### src/rtl/xbar_pkg.sv
// Shared widths and types for the crossbar: select/ID width helpers and the
// entry stored in each per-slave outstanding-ID FIFO.
package xbar_pkg;

  localparam int unsigned MAX_ID_W = 8;

  typedef struct packed {
    logic                we;
    logic [MAX_ID_W-1:0] id;
  } id_entry_t;

  function automatic int unsigned sel_width(input int unsigned n);
    return (n <= 1) ? 1 : $clog2(n);
  endfunction

  function automatic int unsigned id_width(input int unsigned n);
    return (n <= 1) ? 1 : $clog2(n);
  endfunction

endpackage

### src/rtl/xbar_rr_arbiter.sv
// Round-robin arbiter with a sticky lock: a presented-but-unaccepted winner is
// held until the slave accepts it, then the pointer moves past the winner.
module xbar_rr_arbiter
  import xbar_pkg::*;
#(
  parameter  int unsigned N  = 2,
  localparam int unsigned IW = id_width(N)
) (
  input  logic          clk,
  input  logic          rst,
  input  logic [N-1:0]  req_i,
  input  logic          lock_hold_i,
  input  logic          advance_i,
  output logic [N-1:0]  gnt_o,
  output logic [IW-1:0] winner_o
);

  logic [IW-1:0] ptr_q, ptr_d;
  logic [IW-1:0] lock_idx_q, lock_idx_d;
  logic          lock_q, lock_d;
  logic          found;
  logic [IW-1:0] idx;

  always_comb begin
    gnt_o      = '0;
    winner_o   = '0;
    found      = 1'b0;
    idx        = '0;
    ptr_d      = ptr_q;
    lock_d     = lock_q;
    lock_idx_d = lock_idx_q;

    if (lock_q && req_i[lock_idx_q]) begin
      winner_o = lock_idx_q;
      found    = 1'b1;
    end else begin
      for (int i = 0; i < int'(N); i++) begin
        idx = IW'((int'(ptr_q) + i) % int'(N));
        if (!found && req_i[idx]) begin
          found    = 1'b1;
          winner_o = idx;
        end
      end
    end
    if (found) gnt_o[winner_o] = 1'b1;

    // A lock whose master dropped its request is stale.
    if (lock_q && !req_i[lock_idx_q]) lock_d = 1'b0;

    if (advance_i && found) begin
      ptr_d  = (int'(winner_o) == int'(N) - 1) ? '0 : winner_o + 1'b1;
      lock_d = 1'b0;
    end else if (lock_hold_i && found) begin
      lock_d     = 1'b1;
      lock_idx_d = winner_o;
    end
  end

  always_ff @(posedge clk) begin
    if (rst) begin
      ptr_q      <= '0;
      lock_q     <= 1'b0;
      lock_idx_q <= '0;
    end else begin
      ptr_q      <= ptr_d;
      lock_q     <= lock_d;
      lock_idx_q <= lock_idx_d;
    end
  end

endmodule

### src/rtl/xbar_interconnect.sv
// M x S crossbar: per-slave round-robin arbitration with lock under back-pressure,
// in-order response routing via per-slave ID FIFOs, and local decode-error replies.
module xbar_interconnect
  import xbar_pkg::*;
#(
  parameter int unsigned NUM_MASTERS = 2,
  parameter int unsigned NUM_SLAVES  = 4,
  parameter int unsigned ADDR_WIDTH  = 32,
  parameter int unsigned DATA_WIDTH  = 32,
  parameter int unsigned SEL_LSB     = 14,
  parameter int unsigned RSP_DEPTH   = 4
) (
  input  logic                                   clk,
  input  logic                                   rst,
  input  logic [NUM_MASTERS-1:0]                 i_master_req,
  input  logic [NUM_MASTERS-1:0]                 i_master_we,
  input  logic [NUM_MASTERS-1:0][ADDR_WIDTH-1:0] i_master_addr,
  input  logic [NUM_MASTERS-1:0][DATA_WIDTH-1:0] i_master_wdata,
  output logic [NUM_MASTERS-1:0]                 o_master_gnt,
  output logic [NUM_MASTERS-1:0]                 o_master_rvalid,
  output logic [NUM_MASTERS-1:0][DATA_WIDTH-1:0] o_master_rdata,
  output logic [NUM_MASTERS-1:0]                 o_master_err,
  output logic [NUM_SLAVES-1:0]                  o_slave_req,
  output logic [NUM_SLAVES-1:0]                  o_slave_we,
  output logic [NUM_SLAVES-1:0][ADDR_WIDTH-1:0]  o_slave_addr,
  output logic [NUM_SLAVES-1:0][DATA_WIDTH-1:0]  o_slave_wdata,
  input  logic [NUM_SLAVES-1:0]                  i_slave_gnt,
  input  logic [NUM_SLAVES-1:0]                  i_slave_rvalid,
  input  logic [NUM_SLAVES-1:0][DATA_WIDTH-1:0]  i_slave_rdata
);

  localparam int unsigned SEL_W = sel_width(NUM_SLAVES);
  localparam int unsigned IW    = id_width(NUM_MASTERS);
  localparam int unsigned PW    = $clog2(RSP_DEPTH);

  // Handshake: a transfer happens in the cycle where req & gnt are both high;
  // masters hold req/we/addr/wdata stable until then and stay busy until rvalid.
  logic [NUM_MASTERS-1:0] busy_q, busy_d, errp_q, dec_err, dec_gnt;
  logic [NUM_SLAVES-1:0][NUM_MASTERS-1:0] cand, arb_gnt;
  logic [NUM_SLAVES-1:0][IW-1:0] arb_win;
  logic [NUM_SLAVES-1:0] slv_req, accept, lock_hold, pop, full;
  id_entry_t             push_ent [NUM_SLAVES];
  id_entry_t             fifo_q   [NUM_SLAVES][RSP_DEPTH];
  logic [PW-1:0]         wr_ptr_q [NUM_SLAVES];
  logic [PW-1:0]         rd_ptr_q [NUM_SLAVES];
  logic [PW:0]           cnt_q    [NUM_SLAVES];
  logic                  recent_rst_q;
  int unsigned           sel;
  id_entry_t             head;

  always_comb begin
    cand    = '0;
    dec_err = '0;
    sel     = 0;
    for (int m = 0; m < int'(NUM_MASTERS); m++) begin
      sel        = int'(i_master_addr[m][SEL_LSB +: SEL_W]);
      dec_err[m] = i_master_req[m] && (sel >= NUM_SLAVES);
      for (int s = 0; s < int'(NUM_SLAVES); s++)
        cand[s][m] = i_master_req[m] && !busy_q[m] && !rst && (sel == s);
    end
  end

  for (genvar s = 0; s < int'(NUM_SLAVES); s++) begin : g_arb
    xbar_rr_arbiter #(.N(NUM_MASTERS)) u_arb (
      .clk         (clk),
      .rst         (rst),
      .req_i       (cand[s]),
      .lock_hold_i (lock_hold[s]),
      .advance_i   (accept[s]),
      .gnt_o       (arb_gnt[s]),
      .winner_o    (arb_win[s])
    );
  end

  always_comb begin
    o_slave_req   = '0;
    o_slave_we    = '0;
    o_slave_addr  = '0;
    o_slave_wdata = '0;
    for (int s = 0; s < int'(NUM_SLAVES); s++) begin
      full[s]      = (cnt_q[s] == (PW+1)'(RSP_DEPTH));
      // A full FIFO hides the request; any existing lock stays in the arbiter.
      slv_req[s]   = (|arb_gnt[s]) && !full[s];
      accept[s]    = slv_req[s] && i_slave_gnt[s];
      lock_hold[s] = slv_req[s] && !i_slave_gnt[s];
      pop[s]       = i_slave_rvalid[s] && (cnt_q[s] != '0) && !rst;
      push_ent[s]  = '{we: i_master_we[arb_win[s]], id: MAX_ID_W'(arb_win[s])};
      if (slv_req[s]) begin
        o_slave_req[s]   = 1'b1;
        o_slave_we[s]    = i_master_we[arb_win[s]];
        o_slave_addr[s]  = i_master_addr[arb_win[s]];
        o_slave_wdata[s] = i_master_wdata[arb_win[s]];
      end
    end
  end

  always_comb begin
    o_master_gnt    = '0;
    o_master_rvalid = '0;
    o_master_rdata  = '0;
    o_master_err    = '0;
    dec_gnt         = '0;
    head            = '0;
    for (int m = 0; m < int'(NUM_MASTERS); m++) begin
      dec_gnt[m] = dec_err[m] && !busy_q[m] && !rst;
      if (errp_q[m] && !rst) begin
        o_master_rvalid[m] = 1'b1;
        o_master_err[m]    = 1'b1;
      end
    end
    o_master_gnt = dec_gnt;
    for (int s = 0; s < int'(NUM_SLAVES); s++) begin
      head = fifo_q[s][rd_ptr_q[s]];
      for (int m = 0; m < int'(NUM_MASTERS); m++) begin
        if (accept[s] && arb_gnt[s][m]) o_master_gnt[m] = 1'b1;
        if (pop[s] && head.id == MAX_ID_W'(m)) begin
          o_master_rvalid[m] = 1'b1;
          o_master_rdata[m]  = head.we ? '0 : i_slave_rdata[s];
        end
      end
    end
  end

  assign busy_d = (busy_q | o_master_gnt) & ~o_master_rvalid;

  always_ff @(posedge clk) begin
    recent_rst_q <= rst;
    if (rst) begin
      busy_q <= '0;
      errp_q <= '0;
      for (int s = 0; s < int'(NUM_SLAVES); s++) begin
        wr_ptr_q[s] <= '0;
        rd_ptr_q[s] <= '0;
        cnt_q[s]    <= '0;
      end
    end else begin
      busy_q <= busy_d;
      errp_q <= dec_gnt;
      for (int s = 0; s < int'(NUM_SLAVES); s++) begin
        if (accept[s]) wr_ptr_q[s] <= wr_ptr_q[s] + 1'b1;
        if (pop[s])    rd_ptr_q[s] <= rd_ptr_q[s] + 1'b1;
        case ({accept[s], pop[s]})
          2'b10:   cnt_q[s] <= cnt_q[s] + 1'b1;
          2'b01:   cnt_q[s] <= cnt_q[s] - 1'b1;
          default: cnt_q[s] <= cnt_q[s];
        endcase
      end
    end
  end

  always_ff @(posedge clk) begin
    for (int s = 0; s < int'(NUM_SLAVES); s++)
      if (accept[s]) fifo_q[s][wr_ptr_q[s]] <= push_ent[s];
  end

`ifndef SYNTHESIS
  // Responses with nothing outstanding are only tolerated right after reset.
  always_ff @(posedge clk) begin
    if (!rst && !recent_rst_q)
      for (int s = 0; s < int'(NUM_SLAVES); s++)
        assert (!(i_slave_rvalid[s] && cnt_q[s] == '0));
  end
`endif

endmodule

### config.mk
export PLATFORM = sky130hd
export DESIGN_NAME = xbar_interconnect
export DESIGN_NICKNAME = d
export VERILOG_FILES = /design/src/rtl/xbar_pkg.sv /design/src/rtl/xbar_rr_arbiter.sv /design/src/rtl/xbar_interconnect.sv
export SDC_FILE = /design/constraint.sdc
export NUM_CORES = 1
export LEC_CHECK = 0
export ABC_AREA = 1
export BUFFER_PORTS_ARGS = -buffer_cell sky130_fd_sc_hd__buf_2
export CORE_AREA = 4 4 231 233
export DETAILED_ROUTE_END_ITERATION = 6
export DIE_AREA = 0 0 235 237
export PLACE_DENSITY = 0.52
export SLEW_MARGIN = 20
export SYNTH_ARGS = -nofsm -noshare
export SYNTH_HDL_FRONTEND = slang
export SYNTH_SLANG_ARGS = --single-unit
### constraint.sdc
create_clock -name clk -period 3.5 [get_ports clk]
set_input_delay 0.175 -clock clk [delete_from_list [all_inputs] [get_ports clk]]
set_output_delay 0.175 -clock clk [all_outputs]
set_load 0.02 [all_outputs]
==> results of run 1 <==
[final cells by class]
| cell class | instances | area share, % |
|---|---|---|
| antenna | 6 | 0.0991 |
| multi-input combinational | 1453 | 49.8 |
| clock inverter | 6 | 0.446 |
| inverter | 252 | 6.31 |
| clock buffer | 10 | 1.51 |
| sequential | 74 | 13.7 |
| tap | 680 | 5.61 |
| timing repair buffer | 641 | 22.5 |
[worst max path at each step]
| stage | cells after the start | slack [ns] | end | startpoint |
|---|---|---|---|---|
| finish | 11 | 0.56 | o_slave_wdata[99] | busy_q[0] |
| detailed placement | 13 | 0.76 | cnt_q[2][2] | rst |
| global placement | 13 | 0.70 | cnt_q[2][2] | rst |
| floorplan | 15 | 1.27 | cnt_q[2][2] | busy_q[0] |
| CTS | 11 | 0.55 | o_master_rdata[40] | cnt_q[3][0] |
| global route | 11 | 0.35 | o_slave_wdata[99] | busy_q[0] |
[synth_stat cells, types with 24 or more instances]
master and instances:
a211oi_2 80, a21oi_1 53, o21ai_0 41, nor2_1 467
ha_1 30, nand3_1 131, buf_4 24, a211oi_1 142
edfxtp_1 60, inv_1 243, nand2_1 439, buf_2 79
[cells by family (layout without fill, tap and decap cells)]
group | after synthesis | in the layout | synth area share, %
AO/OA/AOI/OAI | 341 | 341 | 23.9
XOR/XNOR | 9 | 9 | 0.696
adder cells (fa/ha/maj) | 30 | 30 | 3.32
buffers and inverters | 399 | 909 | 15.8
flip-flops | 74 | 74 | 18.4
other | 1 | 12 | 0.0331
AND/OR/NAND/NOR | 1067 | 1067 | 37.8
[flip-flops by register name (all words and copies together), names as in the netlist]
name                    flops
g_arb.u_arb.ptr_q           4
wr_ptr_q                    8
cnt_q                      12
rd_ptr_q                    8
g_arb.u_arb.lock_q          4
busy_q                      2
fifo_q                     32
g_arb.u_arb.lock_idx_q      4
[worst max-delay path, delay by kind of cell, from the launching register on]
kind	cells	cell delay [ns]
AND/OR/NAND/NOR	6	0.60
flip-flops	1	0.33
buffers and inverters	4	1.09
AO/OA/AOI/OAI	1	0.30
[power groups by stage]
stage | registers, mW | clock network, mW | logic [mW]
2_1_floorplan | 1.04 | 0 | 1.18
3_3_place_gp | 1.05 | 0 | 1.95
3_5_place_dp | 1.06 | 0 | 1.96
4_1_cts | 1.04 | 0.924 | 1.97
5_1_grt | 1.04 | 0.973 | 2.13
6_report | 1.04 | 0.904 | 1.96
[through the flow]
| step | util (%) | cell area (sq um) | total power [mW] | hold WS [ns] | cells |
|---|---|---|---|---|---|
| 6_report | 29.6 | 15200 | 3.90 | 0.141 | 3122 |
| 5_1_grt | 29.6 | 15100 | 4.15 | 0.137 | 3116 |
| 4_1_cts | 29.6 | 15100 | 3.93 | 0.128 | 3116 |
| 3_5_place_dp | 29.0 | 14800 | 3.02 | 0.458 | 3100 |
| 3_3_place_gp | 29.0 | 14800 | 3.01 | 0.453 | 3100 |
| 2_1_floorplan | - | 11300 | 2.22 | 0.345 | 1926 |
[metal layers]
metal	vias to the layer above	share of wire, %	global-route usage [%]
met1	6918	37	24.5
met3	123	7.3	4.01
met5	-	0.13	0
li1	7241	-	-
met2	772	50	40.0
met4	12	6.5	11.8
==> metrics.txt, run 1 <==
# TYPE chip_impl_metric gauge
chip_impl_metric{name="via_count",unit=""} 15100
chip_impl_metric{name="route.final.wire_length",unit="microns"} 66000
chip_impl_metric{name="finalSetupViolations",unit=""} 0
chip_impl_metric{name="power.static_leakage",unit="nW"} 8.37
chip_impl_metric{name="grt_first_pass_wirelength",unit="microns"} 94400
chip_impl_metric{name="grt_pass1_vias",unit=""} 14000
chip_impl_info{name="run_status",value="complete, no violations"} 1
chip_impl_metric{name="maxCapViolCount",unit=""} 0
chip_impl_metric{name="worst_ep_required_time",unit="ns"} 3.32
chip_impl_info{name="worst-setup-path-type",value="flop to output port"} 1
chip_impl_info{name="worst_hold_path.endpoint",value="g_arb[2].u_arb.lock_idx_q"} 1
chip_impl_metric{name="fmax",unit="MHz"} 340
chip_impl_metric{name="ctsLongestPathBuffers",unit=""} 2
chip_impl_metric{name="floorplan.initialDensity",unit="%"} 22.1
chip_impl_metric{name="timing_hold_violations_final",unit=""} 0
chip_impl_info{name="timing.critical_path.slowest_stage_cell",value="inv_4"} 1
chip_impl_metric{name="cts_resized",unit=""} 0
chip_impl_metric{name="drt_drc_violations_left",unit=""} 0
chip_impl_metric{name="number_of_standard_cell_rows_in_the_floorplan",unit=""} 83
chip_impl_metric{name="top_level_ports",unit=""} 604
chip_impl_metric{name="dp_hpwl",unit="microns"} 54500
chip_impl_metric{name="clk_transition_reported_paths",unit="ns"} 0.06
chip_impl_info{name="launching_element_type_of_the_critical_path",value="flop"} 1
chip_impl_metric{name="detail-route-antenna-nets",unit=""} 0
chip_impl_info{name="yosysTopAreaCell",value="edfxtp_1"} 1
chip_impl_metric{name="switchingPower",unit="mW"} 1.76
chip_impl_metric{name="multiInputGateArea",unit="sq um"} 7550
chip_impl_metric{name="routedWlPerCell",unit="microns"} 21.1
chip_impl_metric{name="timing_worst_slew_pin_value",unit="ns"} 0.704
chip_impl_metric{name="share_of_the_yosys_chip_area_belonging_to_registers",unit="%"} 18.4
chip_impl_metric{name="clock_latency_reported_for_the_late_side_of_the_worst_skew_pair",unit="ns"} 0.33
chip_impl_info{name="cts_tree",value="yes"} 1
chip_impl_info{name="grt_setup_unrepaired",value="no"} 1
chip_impl_metric{name="post-route-period-util",unit="%"} 84.1
chip_impl_metric{name="post-route-min-period",unit="ns"} 2.94
chip_impl_metric{name="layout-drive-gt1-share",unit="%"} 31.8
chip_impl_metric{name="sequentialPowerShare",unit="%"} 26.6
chip_impl_metric{name="min_delay_path_depth",unit=""} 3
chip_impl_metric{name="syn-instance-count",unit=""} 1921
chip_impl_metric{name="htree_num_levels",unit=""} 3
chip_impl_metric{name="final_critical_path_setup_slack",unit="ns"} 0.557
chip_impl_info{name="mostFrequentLayoutCell",value="buf_2"} 1
chip_impl_info{name="ys_dominant_reg_cell",value="edfxtp_1"} 1
chip_impl_metric{name="flow.area_growth_from_synthesis",unit="%"} 33.9
chip_impl_info{name="worst_r2r_startpoint",value="busy_q[0]"} 1
chip_impl_metric{name="place_ws",unit="ns"} 0.764
chip_impl_metric{name="sequential_cell_area",unit="sq um"} 2080
chip_impl_metric{name="clock_sink_count",unit=""} 74
chip_impl_info{name="ys_top_cells_by_area",value="edfxtp_1, nor2_1, nand2_1, a211oi_1, a211oi_2"} 1
chip_impl_metric{name="cts_post_setup_buffers_inserted",unit=""} 0
chip_impl_info{name="regToRegEndpoint",value="cnt_q[2][2]"} 1
chip_impl_metric{name="max_slew_margin_vs_limit",unit="%"} 52.6
chip_impl_metric{name="die_h",unit="microns"} 237
chip_impl_metric{name="fill_cells",unit=""} 5717
chip_impl_metric{name="number_of_violations_reported_at_the_end_of_detailed_routing_iteration_0",unit=""} 1127
chip_impl_metric{name="cellPowerDensity",unit="nW/um^2"} 257
chip_impl_metric{name="critical_path_arrival",unit="ns"} 2.77
chip_impl_metric{name="power.share.switching",unit="%"} 45.2
chip_impl_info{name="timing.critical_path.cells",value="inv_1, nand2_1, nor2_2, nand2_1, nor2_1, nor2_4, inv_4, buf_12, nor2_1, a211oi_1, buf_2"} 1
chip_impl_metric{name="fin_skew",unit="ns"} 0.00880
chip_impl_info{name="critPathCaptureType",value="output port"} 1
chip_impl_metric{name="maximum_number_of_pins_on_one_net_before_global_route_repair",unit=""} 67
chip_impl_metric{name="initial_antenna_violation_count",unit=""} 17
chip_impl_metric{name="intPower",unit="mW"} 2.14
chip_impl_info{name="hold_start",value="i_slave_gnt[2]"} 1
chip_impl_metric{name="fin_nets",unit=""} 2731
chip_impl_metric{name="pwr-share-comb",unit="%"} 50.2
chip_impl_metric{name="yosysUniqueCellTypes",unit=""} 41
chip_impl_metric{name="dr.pass1.iters",unit=""} 5
chip_impl_metric{name="gp_routability_congestion",unit=""} 0.990
chip_impl_metric{name="avgSynthCellArea",unit="sq um"} 5.89
chip_impl_metric{name="floorplan.core_area",unit="sq um"} 51200
chip_impl_metric{name="r2r_setup_slack",unit="ns"} 0.83
chip_impl_metric{name="cts-hold-fix-buffers",unit=""} 0
chip_impl_metric{name="design.die.area",unit="sq um"} 55700
chip_impl_metric{name="detail_route.vias_per_cell",unit=""} 4.83
chip_impl_metric{name="synthArstFlopShare",unit="%"} 0
chip_impl_metric{name="yosysWarningCount",unit=""} 0
chip_impl_metric{name="numCtsBuffers",unit=""} 9
chip_impl_metric{name="die_width",unit="microns"} 235
chip_impl_metric{name="total_routing_usage_gr",unit="%"} 22.1
chip_impl_metric{name="post_synth_instance_area",unit="sq um"} 11300
chip_impl_metric{name="slowest_delay",unit="ns"} 0.44
chip_impl_metric{name="worst-r2r-cell-count",unit=""} 14
chip_impl_metric{name="timing.setup.tns",unit="ns"} 0
chip_impl_info{name="hold_crit_path_type",value="primary input to flop"} 1
chip_impl_metric{name="synth_edf_count",unit=""} 60
chip_impl_metric{name="maxSlewViolCount",unit=""} 0
chip_impl_metric{name="synth.top_cell.area_share",unit="%"} 15.9
chip_impl_metric{name="vdd.ir_drop.worst",unit="V"} 0.000243
chip_impl_metric{name="share_clk_of_total_power",unit="%"} 23.2
chip_impl_info{name="mostFrequentLayoutCells",value="buf_2, nor2_1, nand2_1"} 1
chip_impl_metric{name="count_of_buffers_inserted_at_the_top_level_ports",unit=""} 597
chip_impl_metric{name="synth_seq_cells",unit=""} 74
chip_impl_info{name="root_buffer",value="clkbuf_16"} 1
chip_impl_metric{name="grt_overflow_total",unit=""} 0
chip_impl_metric{name="timing.critical_path.fanout_max",unit=""} 66
No activity file was read; power rests on OpenSTA's default activity.
==> run 2, diff against run 1 <==
- CORE_AREA: 4 4 231 233 -> 4 4 230 232
- DIE_AREA: 0 0 235 237 -> 0 0 234 236
- PLACE_DENSITY: 0.52 -> 0.54
- clock period: 3.5 -> 2.6 ns (I/O delays scaled with it)
==> metrics.txt, run 2 (synthesis gave the netlist of run 1 again) <==
# TYPE chip_impl_metric gauge
chip_impl_metric{name="fin_nets",unit=""} 2777
chip_impl_metric{name="intPower",unit="mW"} 2.88
chip_impl_metric{name="top_level_ports",unit=""} 604
chip_impl_metric{name="critical_path_arrival",unit="ns"} 2.34
chip_impl_metric{name="via_count",unit=""} 14800
chip_impl_metric{name="fmax",unit="MHz"} 405
chip_impl_metric{name="routedWlPerCell",unit="microns"} 19.8
chip_impl_metric{name="sequentialPowerShare",unit="%"} 26.5
chip_impl_metric{name="layout-drive-gt1-share",unit="%"} 33.1
chip_impl_metric{name="die_width",unit="microns"} 234
chip_impl_info{name="worst_hold_path.endpoint",value="g_arb[1].u_arb.lock_idx_q"} 1
chip_impl_metric{name="pwr-share-comb",unit="%"} 52.2
chip_impl_metric{name="maxCapViolCount",unit=""} 0
chip_impl_metric{name="vdd.ir_drop.worst",unit="V"} 0.000241
chip_impl_metric{name="clock_sink_count",unit=""} 74
chip_impl_metric{name="share_clk_of_total_power",unit="%"} 21.2
chip_impl_metric{name="dp_hpwl",unit="microns"} 50800
chip_impl_info{name="mostFrequentLayoutCell",value="buf_2"} 1
chip_impl_metric{name="power.static_leakage",unit="nW"} 8.68
chip_impl_metric{name="maximum_number_of_pins_on_one_net_before_global_route_repair",unit=""} 66
chip_impl_metric{name="count_of_buffers_inserted_at_the_top_level_ports",unit=""} 597
chip_impl_metric{name="clock_latency_reported_for_the_late_side_of_the_worst_skew_pair",unit="ns"} 0.33
chip_impl_metric{name="floorplan.initialDensity",unit="%"} 22.2
chip_impl_metric{name="grt_pass1_vias",unit=""} 13800
chip_impl_info{name="regToRegEndpoint",value="cnt_q[2][1]"} 1
chip_impl_info{name="timing.critical_path.slowest_stage_cell",value="edfxtp_1"} 1
chip_impl_metric{name="largest_register_ffs",unit=""} 32
chip_impl_metric{name="worst-r2r-cell-count",unit=""} 11
chip_impl_metric{name="timing.critical_path.fanout_max",unit=""} 32
chip_impl_metric{name="slowest_delay",unit="ns"} 0.47
chip_impl_metric{name="drt_drc_violations_left",unit=""} 0
chip_impl_metric{name="design.die.area",unit="sq um"} 55200
chip_impl_metric{name="detail-route-antenna-nets",unit=""} 0
chip_impl_info{name="cts_tree",value="yes"} 1
chip_impl_metric{name="number_of_violations_reported_at_the_end_of_detailed_routing_iteration_0",unit=""} 887
chip_impl_metric{name="cts-hold-fix-buffers",unit=""} 0
chip_impl_metric{name="max_slew_margin_vs_limit",unit="%"} 58.2
chip_impl_info{name="worst-setup-path-type",value="flop to output port"} 1
chip_impl_info{name="launching_element_type_of_the_critical_path",value="flop"} 1
chip_impl_metric{name="gp_routability_congestion",unit=""} 0.965
chip_impl_info{name="hold_start",value="i_slave_gnt[1]"} 1
chip_impl_metric{name="r2r_setup_slack",unit="ns"} 0.33
chip_impl_metric{name="met2_resource_use_gr",unit="%"} 37.6
chip_impl_metric{name="maxSlewViolCount",unit=""} 0
chip_impl_info{name="critPathLaunch",value="rd_ptr_q[0][0]"} 1
chip_impl_metric{name="cellPowerDensity",unit="nW/um^2"} 334
chip_impl_metric{name="timing.setup.tns",unit="ns"} 0
chip_impl_metric{name="grt_first_pass_wirelength",unit="microns"} 89100
chip_impl_metric{name="switchingPower",unit="mW"} 2.39
chip_impl_metric{name="min_delay_path_depth",unit=""} 4
chip_impl_metric{name="power.share.switching",unit="%"} 45.3
chip_impl_metric{name="route.final.wire_length",unit="microns"} 62800
chip_impl_metric{name="total_routing_usage_gr",unit="%"} 21.1
chip_impl_info{name="run_status",value="complete, no violations"} 1
chip_impl_metric{name="grt_overflow_total",unit=""} 0
chip_impl_metric{name="detail_route.vias_per_cell",unit=""} 4.68
chip_impl_metric{name="timing_hold_violations_final",unit=""} 0
chip_impl_metric{name="initial_antenna_violation_count",unit=""} 14
chip_impl_metric{name="floorplan.core_area",unit="sq um"} 51000
chip_impl_metric{name="worst_ep_required_time",unit="ns"} 2.47
chip_impl_metric{name="dr.pass1.iters",unit=""} 5
chip_impl_info{name="mostFrequentLayoutCells",value="buf_2, nor2_1, nand2_1"} 1
chip_impl_metric{name="die_h",unit="microns"} 236
chip_impl_metric{name="htree_num_levels",unit=""} 3
chip_impl_metric{name="ctsLongestPathBuffers",unit=""} 2
chip_impl_metric{name="routing_usage_on_met3",unit="%"} 3.55
chip_impl_metric{name="numPlacedInstances",unit=""} 3139
chip_impl_metric{name="post-route-min-period",unit="ns"} 2.47
chip_impl_metric{name="finalSetupViolations",unit=""} 0
chip_impl_metric{name="clk_transition_reported_paths",unit="ns"} 0.06
chip_impl_metric{name="timing_worst_slew_pin_value",unit="ns"} 0.621
chip_impl_info{name="timing.critical_path.cells",value="inv_2, o21ai_0, o21ai_2, buf_12, nor2_1, nand3_1, nand2_1, nand3_1, nand2_1, buf_2"} 1
chip_impl_info{name="hold_crit_path_type",value="primary input to flop"} 1
chip_impl_metric{name="grt_use_met1",unit="%"} 24.0
chip_impl_info{name="root_buffer",value="clkbuf_16"} 1
chip_impl_metric{name="post-route-period-util",unit="%"} 94.9
chip_impl_metric{name="fin_skew",unit="ns"} 0.00743
chip_impl_metric{name="number_of_standard_cell_rows_in_the_floorplan",unit=""} 83
chip_impl_info{name="critPathCaptureType",value="output port"} 1
chip_impl_metric{name="numCtsBuffers",unit=""} 9
chip_impl_metric{name="flow.area_growth_from_synthesis",unit="%"} 39.3
chip_impl_info{name="top_usage_layer",value="met2"} 1
chip_impl_metric{name="finish.cell_count_without_fillers",unit=""} 3167
chip_impl_info{name="worst_r2r_startpoint",value="busy_q[0]"} 1
## run 2: changes by cell type in the layout (fill, tap and decap cells not counted), moves of 2 or more
| cell | change |
|---|---|
| buf_6 | +2 |
| buf_4 | +25 |
| buf_12 | +17 |
| clkinv_1 | +2 |
## run 2: critical path: cells and delay by family (launching register included)
family / cells / cell delay, ns
AOI/OAI and AO/OA: 2 / 0.32
buffers and inverters: 3 / 0.48
DFF: 1 / 0.47
and+or+nand+nor: 5 / 0.73
## run 2: what timing repair did
action                     CTS  global route
setup endpoints to repair    4            51
gates resized for setup      1            10
buffers inserted             0             6
pin swaps                    0             2
cloned                       0             1
hold endpoints to repair     0             0
## run 2: worst max path at each step
stage	end	slack, ns	cells past startpoint
CTS	o_master_rdata[45]	0.04	11
floorplan	cnt_q[2][2]	0.37	15
detailed placement	cnt_q[1][2]	0.29	13
global placement	cnt_q[1][2]	0.30	13
finish	o_master_rdata[11]	0.13	10
global route	o_master_rdata[45]	-0.0005	12
## run 2: area by class of cell
type	count	area [sq um]
fill	5907	35200
multi-input combinational	1453	7570
timing repair buffer	687	4010
sequential	74	2080
inverter	252	977
tap	680	851
clock buffer	10	229
clock inverter	6	33.8
antenna	5	12.5
## run 2: per-stage QoR
step	power (mW)	area [sq um]	setup WS, ns	utilization, %	hold slack (ns)
2_1_floorplan	2.99	11300	0.367	-	0.300
3_3_place_gp	4.14	15300	0.298	30.1	0.439
3_5_place_dp	4.14	15300	0.293	30.1	0.447
4_1_cts	5.27	15600	0.0386	30.6	0.0898
5_1_grt	5.58	15800	-0.000502	30.9	0.116
6_report	5.27	15800	0.134	30.9	0.0978
## run 2: layer usage
metal	routed length (microns)	up-vias
met1	23400	6673
met2	30900	697
li1	-	7317
met3	4730	135
met5	84	-
met4	3650	14
## run 2: power groups by stage
| stage | logic [mW] | clock network [mW] | registers, mW |
|---|---|---|---|
| final | 2.75 | 1.12 | 1.40 |
| after global routing | 2.99 | 1.19 | 1.41 |
| after CTS | 2.72 | 1.15 | 1.40 |
| after detailed placement | 2.71 | 0 | 1.42 |
| after global placement | 2.71 | 0 | 1.42 |
| after floorplan | 1.58 | 0 | 1.41 |
